**config.mk**
```make
export PLATFORM = sky130hd
export DESIGN_NAME = uart_rx_fifo_flat
export DESIGN_NICKNAME = d
export VERILOG_FILES = /design/src/rtl/uart_rx_fifo_if.sv /design/src/rtl/uart_rx_fifo.sv /design/src/flat_wrapper.sv
export SDC_FILE = /design/constraint.sdc
export NUM_CORES = 1
export LEC_CHECK = 0
export ABC_AREA = 0
export CORE_AREA = 4 4 112 125
export CTS_BUF_LIST = sky130_fd_sc_hd__clkbuf_16
export CTS_CLUSTER_DIAMETER = 80
export DETAILED_ROUTE_END_ITERATION = 8
export DIE_AREA = 0 0 116 129
export GPL_TIMING_DRIVEN = 0
export MAX_ROUTING_LAYER = met4
export PLACE_DENSITY = 0.73
export RECOVER_POWER = 100
export SETUP_SLACK_MARGIN = 0.05
export SLEW_MARGIN = 20
export SYNTH_ARGS = -nofsm -noshare
export SYNTH_HDL_FRONTEND = slang
export SYNTH_SLANG_ARGS = --single-unit
```
**constraint.sdc**
```tcl
create_clock -name clk -period 2.75 [get_ports clk]
set_input_delay 0.275 -clock clk [delete_from_list [all_inputs] [get_ports clk]]
set_output_delay 0.275 -clock clk [all_outputs]
set_load 0.02 [all_outputs]
```
**src/rtl/uart_rx_fifo_if.sv**
```systemverilog
// Byte-stream bundle between uart_rx, the receive FIFO and its consumer.
// slave = the FIFO itself, master = the side driving writes and draining reads.
interface uart_rx_fifo_if #(
  parameter int ADDR_W = 4
);
  logic [7:0]      rx_data;
  logic            rx_done;
  logic [7:0]      dout;
  logic            dout_valid;
  logic            dout_ready;
  logic [ADDR_W:0] count;
  logic            full;
  logic            overrun;
  logic [7:0]      drop_cnt;
  logic            overrun_clr;

  modport slave (
    input  rx_data, rx_done, dout_ready, overrun_clr,
    output dout, dout_valid, count, full, overrun, drop_cnt
  );

  modport master (
    output rx_data, rx_done, dout_ready, overrun_clr,
    input  dout, dout_valid, count, full, overrun, drop_cnt
  );
endinterface

```
**src/rtl/uart_rx_fifo.sv**
```systemverilog
// First-word-fall-through byte FIFO behind uart_rx with drop-on-full accounting.
// Optional feature macro: UART_RX_FIFO_OVERRUN_EN (sticky overrun flag + saturating drop counter).
module uart_rx_fifo #(
  parameter int DEPTH  = 16,
  parameter int ADDR_W = 4
) (
  input logic          clk,
  input logic          rst,
  uart_rx_fifo_if.slave bus
);

  logic [7:0]        mem [DEPTH];
  logic [ADDR_W-1:0] wp;
  logic [ADDR_W-1:0] rp;
  logic [ADDR_W:0]   occ;
  logic              is_full;
  logic              rd_fire;
  logic              wr_en;

  // A full queue can still take a byte when the head leaves in the same cycle.
  assign is_full = (occ == (ADDR_W+1)'(DEPTH));
  assign rd_fire = (occ != '0) && bus.dout_ready;
  assign wr_en   = bus.rx_done && (!is_full || rd_fire);

  always_ff @(posedge clk) begin
    if (rst) begin
      for (int i = 0; i < DEPTH; i++) mem[i] <= 8'h00;
      wp  <= '0;
      rp  <= '0;
      occ <= '0;
    end else begin
      if (wr_en) begin
        mem[wp] <= bus.rx_data;
        wp      <= wp + 1'b1;
      end
      if (rd_fire) rp <= rp + 1'b1;
      case ({wr_en, rd_fire})
        2'b10:   occ <= occ + 1'b1;
        2'b01:   occ <= occ - 1'b1;
        default: occ <= occ;
      endcase
    end
  end

  assign bus.dout       = mem[rp];
  assign bus.dout_valid = (occ != '0);
  assign bus.count      = occ;
  assign bus.full       = is_full;

`ifdef UART_RX_FIFO_OVERRUN_EN
  logic       drop;
  logic       ovr;
  logic [7:0] dcnt;

  assign drop = bus.rx_done && !wr_en;

  // A drop coinciding with a clear restarts the count at one rather than zero.
  always_ff @(posedge clk) begin
    if (rst) begin
      ovr  <= 1'b0;
      dcnt <= 8'h00;
    end else if (drop) begin
      ovr  <= 1'b1;
      if (bus.overrun_clr)     dcnt <= 8'h01;
      else if (dcnt != 8'hFF)  dcnt <= dcnt + 8'h01;
    end else if (bus.overrun_clr) begin
      ovr  <= 1'b0;
      dcnt <= 8'h00;
    end
  end

  assign bus.overrun  = ovr;
  assign bus.drop_cnt = dcnt;
`else
  logic unused_clr;
  assign unused_clr   = bus.overrun_clr;
  assign bus.overrun  = 1'b0;
  assign bus.drop_cnt = 8'h00;
`endif

endmodule

```
**src/flat_wrapper.sv**
```systemverilog
// flat-port wrapper written by rule: the top's interface ports become plain ports
module uart_rx_fifo_flat 
#(
  parameter int DEPTH  = 16,
  parameter int ADDR_W = 4
)
  (clk, rst, bus_rx_data, bus_rx_done, bus_dout_ready, bus_overrun_clr, bus_dout, bus_dout_valid, bus_count, bus_full, bus_overrun, bus_drop_cnt);
  uart_rx_fifo_if #(.ADDR_W(ADDR_W)) bus_i ();
  input logic clk;
  input logic rst;
  input wire logic [$bits(bus_i.rx_data)-1:0] bus_rx_data;
  input wire logic [$bits(bus_i.rx_done)-1:0] bus_rx_done;
  input wire logic [$bits(bus_i.dout_ready)-1:0] bus_dout_ready;
  input wire logic [$bits(bus_i.overrun_clr)-1:0] bus_overrun_clr;
  output wire logic [$bits(bus_i.dout)-1:0] bus_dout;
  output wire logic [$bits(bus_i.dout_valid)-1:0] bus_dout_valid;
  output wire logic [$bits(bus_i.count)-1:0] bus_count;
  output wire logic [$bits(bus_i.full)-1:0] bus_full;
  output wire logic [$bits(bus_i.overrun)-1:0] bus_overrun;
  output wire logic [$bits(bus_i.drop_cnt)-1:0] bus_drop_cnt;
  assign bus_i.rx_data = bus_rx_data;
  assign bus_i.rx_done = bus_rx_done;
  assign bus_i.dout_ready = bus_dout_ready;
  assign bus_i.overrun_clr = bus_overrun_clr;
  assign bus_dout = bus_i.dout;
  assign bus_dout_valid = bus_i.dout_valid;
  assign bus_count = bus_i.count;
  assign bus_full = bus_i.full;
  assign bus_overrun = bus_i.overrun;
  assign bus_drop_cnt = bus_i.drop_cnt;
  uart_rx_fifo #(.DEPTH(DEPTH), .ADDR_W(ADDR_W)) u_core (.clk(clk), .rst(rst), .bus(bus_i));
endmodule
```
; ---- Yosys cells after proc, flatten, opt, wreduce, memory -nomap -nowiden
; Memory sizes are Yosys's and may differ from the RTL's. A register that Yosys moved wholly into a read port is not among the register bits.
; Cells that the tools add are included.
; W data, S select, Z words.
[classes]
addsub = 4
n_eq_ne = 3
muxes = 11
n_reduce_logical = 7
[ops]
columns = operator, count
row1 = $mux W4, 3
row2 = $pmux W5 S2, 1
row3 = $add A4 B1 Y4 const B, 2
row4 = $mux W8, 1
row5 = $reduce_or A8 Y1, 1
row6 = $mux W1, 6
row7 = $add A5 B1 Y5 const B, 1
row8 = $eq A5 B5 Y1 const B, 1
row9 = $reduce_bool A5 Y1, 1
row10 = $sub A5 B1 Y5 const B, 1
row11 = $eq A2 B1 Y1 const B, 1
row12 = $eq A2 B2 Y1 const B, 1
row13 = $logic_and A1 B1 Y1, 2
row14 = $reduce_bool A2 Y1, 1
row15 = $logic_not A1 Y1, 1
row16 = $logic_or A1 B1 Y1, 1
[totals]
register_bits = 13
ramBits = 128
input_bits = 13
output_inout_bits = 24
word_cells = 29
n_memories = 1
[mem_list]
columns = memory, words, word_bits, read_ports, rd_ports_with_merged_regs, write_ports, line
row1 = u_core.mem, 16, 8, 1, 1, 16, uart_rx_fifo.sv:12  ; logic [7:0] mem [DEPTH];

; ---- Depth between registers and ports, before layout
[depth]
word_depth = 9
mapped_depth = 8
mapped_depth_nobuf = 7

; ---- Worst setup path after synthesis
; No wires, ideal clock.
[synth_path]
path_kind = flip-flop to flip-flop
from = register u_core.occ[0], in the netlist u_core.bus.count[0]
to = register u_core.occ[4], in the netlist u_core.bus.count[4]
setup_time_ns = 0.133
arrival_ns = 2.177
t_required_ns = 2.617
slack_ns = 0.440
stages_incl_launch_ff = 9
n_path_buf = 1
period_less_slack_ns = 2.310
cell_sequence = dfxtp_1 or4_4 buf_6 o21a_4 ha_1 a21oi_1 nand2_1 mux2i_1 a31oi_1
[synth_via]
elab_chain_len = 6
elab_cells_between_ends = 12
cone_classes = add/sub: 2 / eq/ne: 3 / mux: 1 / reduce/logical: 6
[synth_rtl]
columns = element, line
row1 = start: declaration, uart_rx_fifo.sv:15  ; logic [ADDR_W:0] occ;
row2 = start signal: assignment, uart_rx_fifo.sv:38  ; 2'b10: occ <= occ + 1'b1;
row3 = start signal: assignment, uart_rx_fifo.sv:39  ; 2'b01: occ <= occ - 1'b1;
row4 = $eq A5 B5 Y1 / $reduce_bool A5 Y1 (equally long branches), "uart_rx_fifo.sv:21, uart_rx_fifo.sv:22"
row5 = $logic_not A1 Y1 / $logic_and A1 B1 Y1 (equally long branches), "uart_rx_fifo.sv:23, uart_rx_fifo.sv:22"
row6 = $logic_or A1 B1 Y1, uart_rx_fifo.sv:23  ; assign wr_en = bus.rx_done && (!is_full || rd_fire);
row7 = $logic_and A1 B1 Y1, uart_rx_fifo.sv:23
row8 = $eq A2 B1 Y1 / $eq A2 B2 Y1 (equally long branches), uart_rx_fifo.sv:37  ; case ({wr_en, rd_fire})
row9 = $pmux W5 S2 / $reduce_bool A2 Y1 (equally long branches), n/a
; Parallel ways exist; a longest one is shown, timed or not.
; A chain may end at the register's enable or synchronous reset.

==> flow_metrics.env <==
export IMPL_endpoint_kind="flip-flop"
export IMPL_max_freq_ghz=0.385
export IMPL_num_antenna_cells=0
export IMPL_final_common_cell="edfxtp_1"
export IMPL_post_route_drc_count=0
export IMPL_ff2ff_path_depth=4
export IMPL_num_nets_final=560
export IMPL_relSlewSlack_pct=49.3
export IMPL_synth_largest_area_cell="edfxtp_1"
export IMPL_yosysTopAreaCellShare_pct=56.0
export IMPL_cts_root_buf="clkbuf_16"
export IMPL_final_cell_mix="128 x edfxtp_1, 92 x and2_0, 38 x and2_1"
export IMPL_vias=4082
export IMPL_arrival_ps=2650
export IMPL_setup_violations_final=0
export IMPL_powerDensity_nw_per_um2=839
export IMPL_drt_pass1_iterations=5
export IMPL_sw_frac_of_total_pct=28.1
export IMPL_path_cells="dlygate4sd3_1 -> nor2b_1 -> nand2_1 -> nor2_1 -> or2_0"
export IMPL_synth_edff_count=128
export IMPL_required_ps=2800
export IMPL_power_leakage_nw=2.91
export IMPL_synthToLayoutAreaGrowth_pct=15.8
export IMPL_rows=43
export IMPL_start_util_pct=54.5
export IMPL_grt_overflow=0
export IMPL_ys_async_sr_fraction_pct=0
export IMPL_grtUsageTotal_pct=23.3
export IMPL_htree_levels=4
export IMPL_hold_path_class="flip-flop to flip-flop"
export IMPL_synth_seq_cells=145
export IMPL_cp_max_fo=9
export IMPL_insertion_delay_ps=420
export IMPL_clkSinkCount=145
export IMPL_dp_hpwl_um=10900
export IMPL_cts_max_path_buffers=2
export IMPL_place_ws_ps=-36.5
export IMPL_met1_usage_pct=28.4
export IMPL_slew_viol_final=0
export IMPL_hold_depth=2
export IMPL_dieArea_sq_um=15000
export IMPL_power_w=0.00667
export IMPL_p_seq_share_pct=39.9
export IMPL_min_period_ps=2590
export IMPL_grt_pass1_vias=4225
export IMPL_dominantRegCellSynth="edfxtp_1"
export IMPL_drive_gt1_share_pct=15.8
export IMPL_cpMaxStageDelayCell="dlygate4sd3_1"
export IMPL_core_sq_um=12600
export IMPL_peakVddDrop_mv=0.525
export IMPL_combPwrFrac_pct=25.0
export IMPL_grt_max_degree=17
export IMPL_synthCells=486
export IMPL_met2_usage_pct=38.0
export IMPL_postCtsSetupBuffers=0
export IMPL_ys_types=42
export IMPL_ant_nets=0
export IMPL_viasPerCell=5.77
export IMPL_yosys_warnings=0
export IMPL_grt_pass1_wl_um=24000
export IMPL_synthesis_area_sq_um=6870
export IMPL_tightest_slew_ps=761
export IMPL_start_kind="input pin"
export IMPL_grt_busiest_layer="met2"
export IMPL_synth_area_leaders="edfxtp_1 56%, and2_1 12%, mux4_2 10%, dfxtp_1 5.0%, a22oi_1 1.7%"
export IMPL_io_buffers=26
export IMPL_drt_iter0_markers=412
export IMPL_rsz0062_at_grt="no"
export IMPL_syn_avg_cell_area_sq_um=14.1
export IMPL_dp_cells=677
export IMPL_antenna_found_initial=0
export IMPL_p_switching_w=0.00187
export IMPL_gp_congestion=0.797
export IMPL_die_x_um=116
export IMPL_final_cells=708
export IMPL_cts_tree="yes"
export IMPL_power_internal_w=0.00479
export IMPL_fin_skew_ps=4.06
export IMPL_fin_ws_ps=156
export IMPL_status="complete, no violations"
export IMPL_finalCritPeriodShare_pct=94.3
export IMPL_wl_per_cell_um=22.0
export IMPL_fp_dieH_um=129
export IMPL_clk_pin_slew_ps=60
export IMPL_numCtsBuffers=17
export IMPL_wl_um=15600
export IMPL_ioPinCount=37
export IMPL_hold_viol_final=0
export IMPL_max_cap_viol_count=0
export IMPL_cpPeakStageDelay_ps=690
export IMPL_pwr_share_clk_pct=35.1
export IMPL_path_class="input pin to flip-flop"
export IMPL_yosysSeqAreaShare_pct=60.9
export IMPL_gr_usage_met3_pct=4.80
-- cell usage after synthesis (all sizes together) (3+ instances only) --
cell type	n
and2	130
edfxtp	128
mux4	32
nor2	31
clkbuf	17
dfxtp	17
a22oi	16
or2	16
buf	15
nand2	13
ha	8
o21ai	8
mux2i	6
nand2b	6
nor2b	6
o211ai	5
xor2	5
nand3	3
nor3b	3
-- stage by stage --
| stage | setup TNS (ps) | util, % | hold slack [ps] | area [sq um] |
|---|---|---|---|---|
| after floorplan | 0 | - | 448 | 6900 |
| after global placement | -19.6 | 58.4 | 506 | 7350 |
| after detailed placement | -62.6 | 58.4 | 530 | 7350 |
| after CTS | 0 | 63.4 | 540 | 7980 |
| after global routing | 0 | 63.1 | 583 | 7950 |
| final | 0 | 63.1 | 548 | 7950 |
-- area by class of cell --
cell class / count / area, sq um
buffer: 31 / 196
clock buffer: 17 / 425
clock inverter: 15 / 174
fill: 949 / 4640
sequential: 145 / 4190
inverter: 2 / 7.51
tap: 157 / 196
timing repair buffer: 26 / 254
multi-input combinational: 315 / 2510
-- flip-flops by register name (all words and copies together) (netlist names), named ones only --
register and count:
u_core.mem 128, u_core.rp 4, u_core.wp 4, u_core.bus.count 5
-- path summary, 6_finish.rpt --
kind                                                        from                               end  slack [ps]
worst min register to register  u_core.bus.count[3]$_SDFFE_PP0P_  u_core.bus.count[3]$_SDFFE_PP0P_         550
worst min-delay path            u_core.bus.count[3]$_SDFFE_PP0P_  u_core.bus.count[3]$_SDFFE_PP0P_         550
worst max register to register  u_core.bus.count[0]$_SDFFE_PP0P_    u_core.mem[5][0]$_SDFFCE_PN0P_         280
worst max-delay path                                 bus_rx_done    u_core.mem[9][2]$_SDFFCE_PN0P_         160
-- kinds of logic after synthesis --
family	synth area share, %
DFF	60.9
and+or+nand+nor	18.3
adders and majority gates	1.75
other	0.0546
xor gates and xnor gates	0.893
buffers and inverters	2.51
muxes	11.4
AOI/OAI and AO/OA	4.19
-- worst max-delay path: cells and delay by family --
| family | cells | cell delay [ps] |
|---|---|---|
| buffers and inverters | 1 | 690 |
| and+or+nand+nor | 4 | 1680 |
-- layer usage --
metal	up-vias	wire [um]
met5	-	0
met4	0	408
met3	29	1080
met2	141	8120
met1	2049	5980
li1	1863	-
-- timing repair --
action                                 CTS  global route
endpoints found under the hold margin    0             0
hold buffers                             0             0
pin swaps                                0             0
setup endpoints to repair                8             4
resized for setup                       22             3
-- power groups by stage --
stage	clock network, W	logic [W]	registers, W
after global routing	0.00246	0.00181	0.00268
after global placement	0	0.00171	0.00266
final	0.00234	0.00167	0.00266
after floorplan	0	0.00115	0.00268
after detailed placement	0	0.00173	0.00267
after CTS	0.00235	0.00174	0.00266
Power figures use the tool's default switching activity.
